[src/rtl/bru_branch_ctl_if.sv]
`default_nettype none
// ============================================================================
//  Module      : bru_branch_ctl_if
//  Description : Handshake bundle between ISU/BRU/WBU and the branch-ID
//                allocator / flush scheduler. master = requesting side,
//                slave = bru_branch_ctl.
//  Revision    : 1.0  initial release
// ============================================================================
interface bru_branch_ctl_if #(
  parameter int ID_W = 2
);
  logic            alloc_req;
  logic            alloc_grant;
  logic [ID_W-1:0] alloc_id;

  logic            res_valid;
  logic            res_ready;
  logic [ID_W-1:0] res_branch_id;
  logic            res_is_taken;
  logic [31:0]     res_target;

  logic            ds_commit;

  logic            flush_valid;
  logic            flush_ready;
  logic [1:0]      flush_kind;
  logic [ID_W-1:0] flush_branch_id;
  logic [31:0]     flush_pc;

  logic [ID_W:0]   outstanding;
  logic            err;

  modport master (
    output alloc_req, res_valid, res_branch_id, res_is_taken, res_target,
           ds_commit, flush_ready,
    input  alloc_grant, alloc_id, res_ready, flush_valid, flush_kind,
           flush_branch_id, flush_pc, outstanding, err
  );

  modport slave (
    input  alloc_req, res_valid, res_branch_id, res_is_taken, res_target,
           ds_commit, flush_ready,
    output alloc_grant, alloc_id, res_ready, flush_valid, flush_kind,
           flush_branch_id, flush_pc, outstanding, err
  );
endinterface
`default_nettype wire

[src/rtl/bru_branch_ctl.sv]
`default_nettype none
// ============================================================================
//  Module      : bru_branch_ctl
//  Description : Branch-tag allocator and flush scheduler. Tags are handed
//                out in order, retired in order by BRU results, and a taken
//                or misaligned branch triggers a flush/redirect once its
//                delay slot has committed.
//  Revision    : 1.0  initial release
// ============================================================================
module bru_branch_ctl #(
  parameter int          NUM_IDS = 4,
  parameter int          ID_W    = 2,
  parameter logic [31:0] EXC_VEC = 32'hBFC00380
) (
  input  wire logic         clk,
  input  wire logic         rst,   // asynchronous, active-low
  bru_branch_ctl_if.slave   bus
);

  localparam logic [ID_W:0] C_NUM_IDS   = (ID_W+1)'(NUM_IDS);
  localparam logic [1:0]    C_KIND_NONE = 2'd0;
  localparam logic [1:0]    C_KIND_BR   = 2'd1;
  localparam logic [1:0]    C_KIND_EXC  = 2'd2;

  typedef enum logic [1:0] {
    ST_IDLE    = 2'd0,
    ST_WAIT_DS = 2'd1,
    ST_FLUSH   = 2'd2
  } state_t;

  state_t          r_state;
  logic [ID_W-1:0] r_head;
  logic [ID_W-1:0] r_tail;
  logic [ID_W:0]   r_count;
  logic [1:0]      r_kind;
  logic [ID_W-1:0] r_id;
  logic [31:0]     r_pc;
  logic            r_err;

  logic w_idle;
  logic w_grant;
  logic w_res_acc;
  logic w_res_ok;
  logic w_res_bad;
  logic w_misaligned;

  assign w_idle       = (r_state == ST_IDLE);
  assign w_grant      = bus.alloc_req & w_idle & (r_count < C_NUM_IDS);
  assign w_res_acc    = bus.res_valid & w_idle;
  // A result is only legal for the oldest live tag.
  assign w_res_ok     = w_res_acc & (r_count != '0) & (bus.res_branch_id == r_head);
  assign w_res_bad    = w_res_acc & ~w_res_ok;
  assign w_misaligned = bus.res_is_taken & (|bus.res_target[1:0]);

  assign bus.alloc_grant     = w_grant;
  assign bus.alloc_id        = r_tail;
  assign bus.res_ready       = w_idle;
  assign bus.flush_valid     = (r_state == ST_FLUSH);
  assign bus.flush_kind      = (r_state == ST_FLUSH) ? r_kind : C_KIND_NONE;
  assign bus.flush_branch_id = r_id;
  assign bus.flush_pc        = r_pc;
  assign bus.outstanding     = r_count;
  assign bus.err             = r_err;

  // Tag bookkeeping and the resolve -> delay-slot -> flush sequence.
  always_ff @(posedge clk or negedge rst) begin
    if (!rst) begin
      r_state <= ST_IDLE;
      r_head  <= '0;
      r_tail  <= '0;
      r_count <= '0;
      r_kind  <= C_KIND_NONE;
      r_id    <= '0;
      r_pc    <= '0;
      r_err   <= 1'b0;
    end else begin
      case (r_state)
        ST_IDLE: begin
          if (w_grant) begin
            r_tail <= r_tail + 1'b1;
          end
          if (w_res_ok) begin
            r_head <= r_head + 1'b1;
          end
          // Grant and retire in one cycle cancel out on the count.
          case ({w_grant, w_res_ok})
            2'b10:   r_count <= r_count + 1'b1;
            2'b01:   r_count <= r_count - 1'b1;
            default: r_count <= r_count;
          endcase
          if (w_res_bad) begin
            r_err <= 1'b1;
          end
          if (w_res_ok && bus.res_is_taken) begin
            r_id    <= r_head;
            r_state <= ST_WAIT_DS;
            if (w_misaligned) begin
              r_kind <= C_KIND_EXC;
              r_pc   <= EXC_VEC;
            end else begin
              r_kind <= C_KIND_BR;
              r_pc   <= bus.res_target;
            end
          end
        end
        ST_WAIT_DS: begin
          if (bus.ds_commit) begin
            r_state <= ST_FLUSH;
          end
        end
        ST_FLUSH: begin
          // Completed flush squashes every tag younger than the branch.
          if (bus.flush_ready) begin
            r_tail  <= r_head;
            r_count <= '0;
            r_state <= ST_IDLE;
          end
        end
        default: begin
          r_state <= ST_IDLE;
        end
      endcase
    end
  end

endmodule
`default_nettype wire
[src/flat_wrapper.sv]
// flat-port wrapper written by rule: the top's interface ports become plain ports
module bru_branch_ctl_flat 
#(
  parameter int          NUM_IDS = 4,
  parameter int          ID_W    = 2,
  parameter logic [31:0] EXC_VEC = 32'hBFC00380
)
  (clk, rst, bus_alloc_req, bus_res_valid, bus_res_branch_id, bus_res_is_taken, bus_res_target, bus_ds_commit, bus_flush_ready, bus_alloc_grant, bus_alloc_id, bus_res_ready, bus_flush_valid, bus_flush_kind, bus_flush_branch_id, bus_flush_pc, bus_outstanding, bus_err);
  bru_branch_ctl_if #(.ID_W(ID_W)) bus_i ();
  input  wire logic clk;
  input  wire logic rst;
  input wire logic [$bits(bus_i.alloc_req)-1:0] bus_alloc_req;
  input wire logic [$bits(bus_i.res_valid)-1:0] bus_res_valid;
  input wire logic [$bits(bus_i.res_branch_id)-1:0] bus_res_branch_id;
  input wire logic [$bits(bus_i.res_is_taken)-1:0] bus_res_is_taken;
  input wire logic [$bits(bus_i.res_target)-1:0] bus_res_target;
  input wire logic [$bits(bus_i.ds_commit)-1:0] bus_ds_commit;
  input wire logic [$bits(bus_i.flush_ready)-1:0] bus_flush_ready;
  output wire logic [$bits(bus_i.alloc_grant)-1:0] bus_alloc_grant;
  output wire logic [$bits(bus_i.alloc_id)-1:0] bus_alloc_id;
  output wire logic [$bits(bus_i.res_ready)-1:0] bus_res_ready;
  output wire logic [$bits(bus_i.flush_valid)-1:0] bus_flush_valid;
  output wire logic [$bits(bus_i.flush_kind)-1:0] bus_flush_kind;
  output wire logic [$bits(bus_i.flush_branch_id)-1:0] bus_flush_branch_id;
  output wire logic [$bits(bus_i.flush_pc)-1:0] bus_flush_pc;
  output wire logic [$bits(bus_i.outstanding)-1:0] bus_outstanding;
  output wire logic [$bits(bus_i.err)-1:0] bus_err;
  assign bus_i.alloc_req = bus_alloc_req;
  assign bus_i.res_valid = bus_res_valid;
  assign bus_i.res_branch_id = bus_res_branch_id;
  assign bus_i.res_is_taken = bus_res_is_taken;
  assign bus_i.res_target = bus_res_target;
  assign bus_i.ds_commit = bus_ds_commit;
  assign bus_i.flush_ready = bus_flush_ready;
  assign bus_alloc_grant = bus_i.alloc_grant;
  assign bus_alloc_id = bus_i.alloc_id;
  assign bus_res_ready = bus_i.res_ready;
  assign bus_flush_valid = bus_i.flush_valid;
  assign bus_flush_kind = bus_i.flush_kind;
  assign bus_flush_branch_id = bus_i.flush_branch_id;
  assign bus_flush_pc = bus_i.flush_pc;
  assign bus_outstanding = bus_i.outstanding;
  assign bus_err = bus_i.err;
  bru_branch_ctl #(.NUM_IDS(NUM_IDS), .ID_W(ID_W), .EXC_VEC(EXC_VEC)) u_core (.clk(clk), .rst(rst), .bus(bus_i));
endmodule
[config.mk]
export PLATFORM = sky130hd
export DESIGN_NAME = bru_branch_ctl_flat
export DESIGN_NICKNAME = d
export VERILOG_FILES = /design/src/rtl/bru_branch_ctl_if.sv /design/src/rtl/bru_branch_ctl.sv /design/src/flat_wrapper.sv
export SDC_FILE = /design/constraint.sdc
export NUM_CORES = 1
export LEC_CHECK = 0
export CORE_AREA = 4 4 74 76
export CTS_BUF_LIST = sky130_fd_sc_hd__clkbuf_16
export CTS_CLUSTER_DIAMETER = 100
export DETAILED_ROUTE_END_ITERATION = 6
export DIE_AREA = 0 0 78 80
export HOLD_SLACK_MARGIN = 0.15
export PLACE_DENSITY = 0.82
export SLEW_MARGIN = 20
export SYNTH_ARGS = -nofsm -noshare
export SYNTH_HDL_FRONTEND = slang
export SYNTH_SLANG_ARGS = --single-unit
[constraint.sdc]
create_clock -name clk -period 5.09 [get_ports clk]
set_input_delay 1.018 -clock clk [delete_from_list [all_inputs] [get_ports clk]]
set_output_delay 1.018 -clock clk [all_outputs]
set_load 0.01 [all_outputs]
; ---- Word level (Yosys, flattened, before mapping)
; Cells that the tools add are included.
[op_classes]
n_addsub = 4
n_lt_le_gt_ge = 1
eq_ne = 10
muxes = 13
n_bitwise = 8
n_reduce_logical = 11
[op_table]
columns = cell, count
row1 = 32-bit two-way mux, 1
row2 = 2-bit two-way mux, 7
row3 = 3-bit one-hot mux with 2 select lines, 2
row4 = 3-bit AND reduction, 3
row5 = "2-bit != test, second input constant", 4
row6 = 1-bit AND, 7
row7 = 2-bit one-hot mux with 3 select lines, 1
row8 = 2-bit AND reduction, 3
row9 = "2-bit by 1-bit adder with 2-bit output, second input constant", 2
row10 = "2-bit by 1-bit == test with 1-bit output, second input constant", 2
row11 = "2-bit == test, second input constant", 2
row12 = 2-bit one-hot mux with 2 select lines, 1
row13 = "3-bit by 1-bit adder with 3-bit output, second input constant", 1
row14 = "3-bit < comparator, second input constant", 1
row15 = 3-bit two-way mux, 1
row16 = "3-bit != test, second input constant", 1
row17 = 3-bit nonzero test, 1
row18 = "3-bit by 1-bit subtractor with 3-bit output, second input constant", 1
row19 = 2-bit == test, 1
row20 = 2-bit zero test, 1
row21 = 2-bit nonzero test, 1
row22 = 2-bit OR reduction, 1
row23 = 1-bit logical AND, 1
row24 = 1-bit NOT, 1
[word_totals]
register_bits = 46
word_cells = 55

; ---- Longest topological paths before layout
[logic_depth]
word_depth = 7
mapped_depth = 10
ltp_nobuf = 9

; ---- Worst setup path before layout
; OpenSTA, ideal clock, no wires.
[synth_path]
kind = in2reg
from = in bus_res_valid
to = reg u_core.r_count[2], in the netlist u_core.bus.outstanding[2]
setup_ns = 0.134
arrival_ns = 3.071
path_slack_ns = 1.884
stages = 10
cell_sequence = or3b_1 nor4_4 buf_2 ha_1 inv_1 fa_1 xor2_1 nor2_1 mux2i_1 o21ai_0
[synth_between]
elab_chain_cells = 6
word_cells_on_any_way = 9
classes_between = 3 x eq/ne / 2 x mux / 3 x bitwise / 1 x reduce/logical
[synth_lines]
columns = item, line_no
row1 = from (decl), flat_wrapper.sv:13  ; input wire logic [$bits(bus_i.res_valid)-1:0] bus_res_valid;
row2 = 1-bit AND *, bru_branch_ctl.sv:49  ; assign w_res_acc = bus.res_valid & w_idle;
row3 = 1-bit AND * (2 in a row), bru_branch_ctl.sv:51  ; assign w_res_ok = w_res_acc & (r_count != '0) & (bus.res_branch_id == r_head);
row4 = 2-bit by 1-bit == test with 1-bit output / 2-bit == test (equally long branches), bru_branch_ctl.sv:86  ; case ({w_grant, w_res_ok})
row5 = 3-bit one-hot mux with 2 select lines / 3-bit != test (equally long branches), n/a
row6 = 3-bit one-hot mux with 2 select lines / 3-bit AND reduction (equally long branches), n/a
row7 = to (signal assigned), bru_branch_ctl.sv:87  ; 2'b10: r_count <= r_count + 1'b1;
row8 = to (signal assigned), bru_branch_ctl.sv:88  ; 2'b01: r_count <= r_count - 1'b1;
row9 = to (signal assigned), bru_branch_ctl.sv:89  ; default: r_count <= r_count;
row10 = to (decl), bru_branch_ctl.sv:34  ; logic [ID_W:0] r_count;
; Every way passes the cells marked *; elsewhere a longest branch is shown, timed or not.
; A chain may end at the register's enable or synchronous reset.

; ---- Worst setup path after layout
[layout_path]
from = in bus_alloc_req
to = out bus_alloc_grant
[layout_between]
elab_chain_cells = 2
[layout_lines]
columns = item, line_no
row1 = from (decl), flat_wrapper.sv:12  ; input wire logic [$bits(bus_i.alloc_req)-1:0] bus_alloc_req;
row2 = 1-bit AND (2 in a row), bru_branch_ctl.sv:48  ; assign w_grant = bus.alloc_req & w_idle & (r_count < C_NUM_IDS);
row3 = to (decl), flat_wrapper.sv:19  ; output wire logic [$bits(bus_i.alloc_grant)-1:0] bus_alloc_grant;
; Every way passes these cells.

==> impl_metrics.tcl <==
set metrics [dict create \
    portion_of_total_power_attributed_to_the_clock_network 0.228 \
    yosys.area_share.xor_xnor 0.0203 \
    drive_above_1_share 0.0541 \
    synth_fa_ha_area_frac 0.0151 \
    clk_skew_ns 0.00569 \
    placed_area_sq_um 3030 \
    synth_edf_count 0 \
    layout.filler_cells 389 \
    totalNegativeSetupSlack_ns 0 \
    vias 1808 \
    power_density_nw_per_um2 567 \
    share_of_the_synthesized_area_in_compound_gates_ao_oa_aoi_oai 0.118 \
    routedWlPerCell_um 13.7 \
    dp_hpwl_um 3460 \
    maxClockFrequency_mhz 299 \
    cts_buffers 5 \
    htree_num_levels 2 \
    netlist_instances 215 \
    crit_path_max_fanout 2 \
    crit_path_top_delay_cell "clkdlybuf4s50_1" \
    rows 25 \
    area.growth.synth_to_final_pct 49.4 \
    maximum_capacitance_violations 0 \
    layout.cell_area.non_filler_sq_um 3220 \
    finalHoldViolCount 0 \
    final.min_clock_period_ns 3.34 \
    synth_area_per_cell_sq_um 10.0 \
    tritoncts_num_sinks 46 \
    critical-path-top-cell-by-count "clkdlybuf4s50_1" \
    cts.reportedPaths.clkPinSlew_ns 0.06 \
    drc 0 \
    global_route.overflow_total 0 \
    routabilityCongestion 0.818 \
    proportion_of_synthesized_area_in_mux_cells 0.104 \
    post-layout-total-power_w 0.00183 \
    yosysSeqAreaShare 0.534 \
    dieArea_sq_um 6240 \
    firstDrtPassIters 4 \
    run_status "finished clean" \
    die_h_um 80 \
    worst-endpoint-required_ns 4.07 \
    layout_worst_path_cycle_share 0.656 \
    grt_pass1_wl_um 8110 \
    power.sequential.fraction 0.358 \
    power.net_switching_w 0.000588 \
    detail_route.vias_per_cell 4.98 \
    hold_buf_cts 0 \
    grt_pass1_vias 1731 \
    worst_slew_slack_as_a_fraction_of_its_limit 0.410 \
    netlist-cell-type-count 29 \
    port_buffers 85 \
    cell_accounting_for_the_most_synthesized_area "dfrtp_1" \
    relative_contribution_of_combinational_cells_to_total_power 0.414 \
    grt_usage 0.163 \
    grt_start_max_net_pins 47 \
    initial_standard_cell_utilization_of_the_core 0.457 \
    final_max_slew_viol_count 0 \
    number_of_instances_resized_during_post_cts_repair 0 \
    clock_path_buffers 2 \
    total_of_warnings_raised_by_yosys 0 \
    final_antenna_net_count 0 \
    dominant_combinational_cell_family_by_area_after_synthesis "simple AND/OR/NAND/NOR gates" \
    reg2reg_depth 5 \
    crit_path_end_kind "output pin" \
    highest_cell_delay_on_the_worst_timing_path_ns 0.52 \
    drt_iter0_drc 78 \
    postRouteWirelength_um 4960 \
    grt_antenna_before_repair 0 \
    post_synth_instance_area_sq_um 2160 \
    internal_power_w 0.00124 \
    clock_insertion_delay_worst_skew_ns 0.29 \
    num-nets-final 338 \
    crit_path_start_kind "input port" \
    cts_tree "built" \
    worst_margin_slew_ns 0.882 \
    timing.critical_path.arrival_ns 2.32 \
    leakagePower_nw 1.45 \
    core_area_sq_um 4720 \
    setup_repair_after_global_routing_missed_its_margin "no" \
    worstHoldPathCells 1 \
    timing.final.setup_violations 0 \
    synth_simple_gate_area_frac 0.133 \
    netlist_top_cells_area "dfrtp_1 (53%), mux2i_1 (8.8%), inv_1 (4.4%)" \
    most_used_flip_flop_cell_after_synthesis "dfrtp_1" \
    min-delay-path-class "reg -> reg" \
    yosys.area.top_type_share 0.534 \
    switching_share 0.322 \
    cts_setup_buffers 0 \
    floorplan.die.width_um 78 \
    async_reset_ff_frac 1.00 \
    syn-num-nets 258 \
    clk_root_buffer_cell "clkbuf_16" \
    worst-setup-path-type "in -> out" \
    io_pins 86 \
    antennaDiodeCount 0 \
    worstPathCellList "clkdlybuf4s50_1 -> nor2b_1 -> nand2_1 -> inv_1 -> clkdlybuf4s50_1" \
    ys_seq_elements 46 \
    irDropWorstVdd_v 0.000275 \
]
-- cell usage in the layout, fill, tap and decap left out, drive strengths merged --
cell type	instances
inv	25
nor4	1
a21o	1
o21ai	6
mux2i	19
clkbuf	5
a21oi	17
nand2b	2
a31oi	14
nand2	24
mux2	3
buf	3
a22oi	1
xor2	4
and2	4
a22o	1
nor3	17
o221a	1
nor2	6
ha	1
or3b	1
xnor2	1
o21bai	1
fa	1
dfrtp	46
o2bb2ai	1
nor2b	3
clkinv	1
bufinv	2
clkdlybuf4s50	84
-- logic make-up (layout without fill, tap and decap cells) --
kind of cell / Yosys count / after routing
multiplexers: 22 / 22
XOR/XNOR: 5 / 5
AO/OA/AOI/OAI: 43 / 43
adder cells (fa/ha/maj): 2 / 2
flip-flops: 46 / 46
AND/OR/NAND/NOR: 58 / 58
buffers and inverters: 39 / 120
-- layer usage --
layer / part of all wire / up-vias / global-route usage
met3: 0.067 / 7 / 0.0530
li1: - / 877 / -
met2: 0.48 / 61 / 0.282
met4: 0.011 / 0 / 0.0420
met1: 0.44 / 863 / 0.195
met5: 0 / - / 0
-- cell type report --
class,count,area [sq um],share of cell area
clock buffers,5,125,0.0388
clock inverters,3,63.8,0.0198
inverters,25,93.8,0.0291
multi-input cells,130,841,0.261
flip-flops and latches,46,1150,0.357
well taps,67,83.8,0.0260
repair buffers,87,863,0.268
-- critical path, delay by kind of cell --
family / cells / cell delay (ns)
buf+inv: 3 / 1.04
simple gates: 2 / 0.25
-- final timing paths --
path / startpoint / end / slack [ns]
worst max-delay path: bus_alloc_req / bus_alloc_grant / 1.75
worst min-delay path: u_core.bus.err / u_core.bus.err / 0.49
worst max register to register: u_core.r_state[0] / u_core.r_kind[0] / 2.42
worst min register to register: u_core.bus.err / u_core.bus.err / 0.49
max in group asynchronous: rst / u_core.bus.flush_pc[16] / 3.98
min in group asynchronous: rst / u_core.bus.outstanding[2] / 0.72
-- cells in the mapped netlist, types with 2 or more instances --
master	count
dfrtp_1	46
inv_1	25
nand2_1	23
mux2i_1	19
a21oi_1	17
nor3_1	17
a31oi_1	14
clkbuf_1	9
nor2_1	6
o21ai_0	6
and2_1	4
xor2_1	4
buf_2	3
mux2_2	3
nor2b_1	3
buf_6	2
nand2b_1	2
-- metrics by stage --
stage | hold WS (ns) | utilization | worst slack, ns | cells
6_report | 0.490 | 0.682 | 1.75 | 363
4_1_cts | 0.495 | 0.682 | 1.73 | 363
2_1_floorplan | 0.470 | - | 1.88 | 215
5_1_grt | 0.520 | 0.682 | 1.63 | 363
3_5_place_dp | 0.479 | 0.642 | 1.51 | 355
3_3_place_gp | 0.469 | 0.642 | 1.51 | 355
-- flip-flops by register name, indices dropped and copies added, names as in the netlist --
register / flops
u_core.r_head: 2
u_core.bus.outstanding: 3
u_core.bus.err: 1
u_core.bus.flush_pc: 32
u_core.r_state: 2
u_core.bus.flush_branch_id: 2
u_core.bus.alloc_id: 2
u_core.r_kind: 2
-- power groups by stage --
stage	Combinational [W]	Sequential (W)	Clock, W
2_1_floorplan	0.000316	0.000697	0
3_3_place_gp	0.000747	0.000656	0
3_5_place_dp	0.000766	0.000658	0
4_1_cts	0.000771	0.000656	0.000422
5_1_grt	0.000832	0.000680	0.000438
6_report	0.000757	0.000654	0.000416
Note: power is estimated with default switching activity, not from simulation.
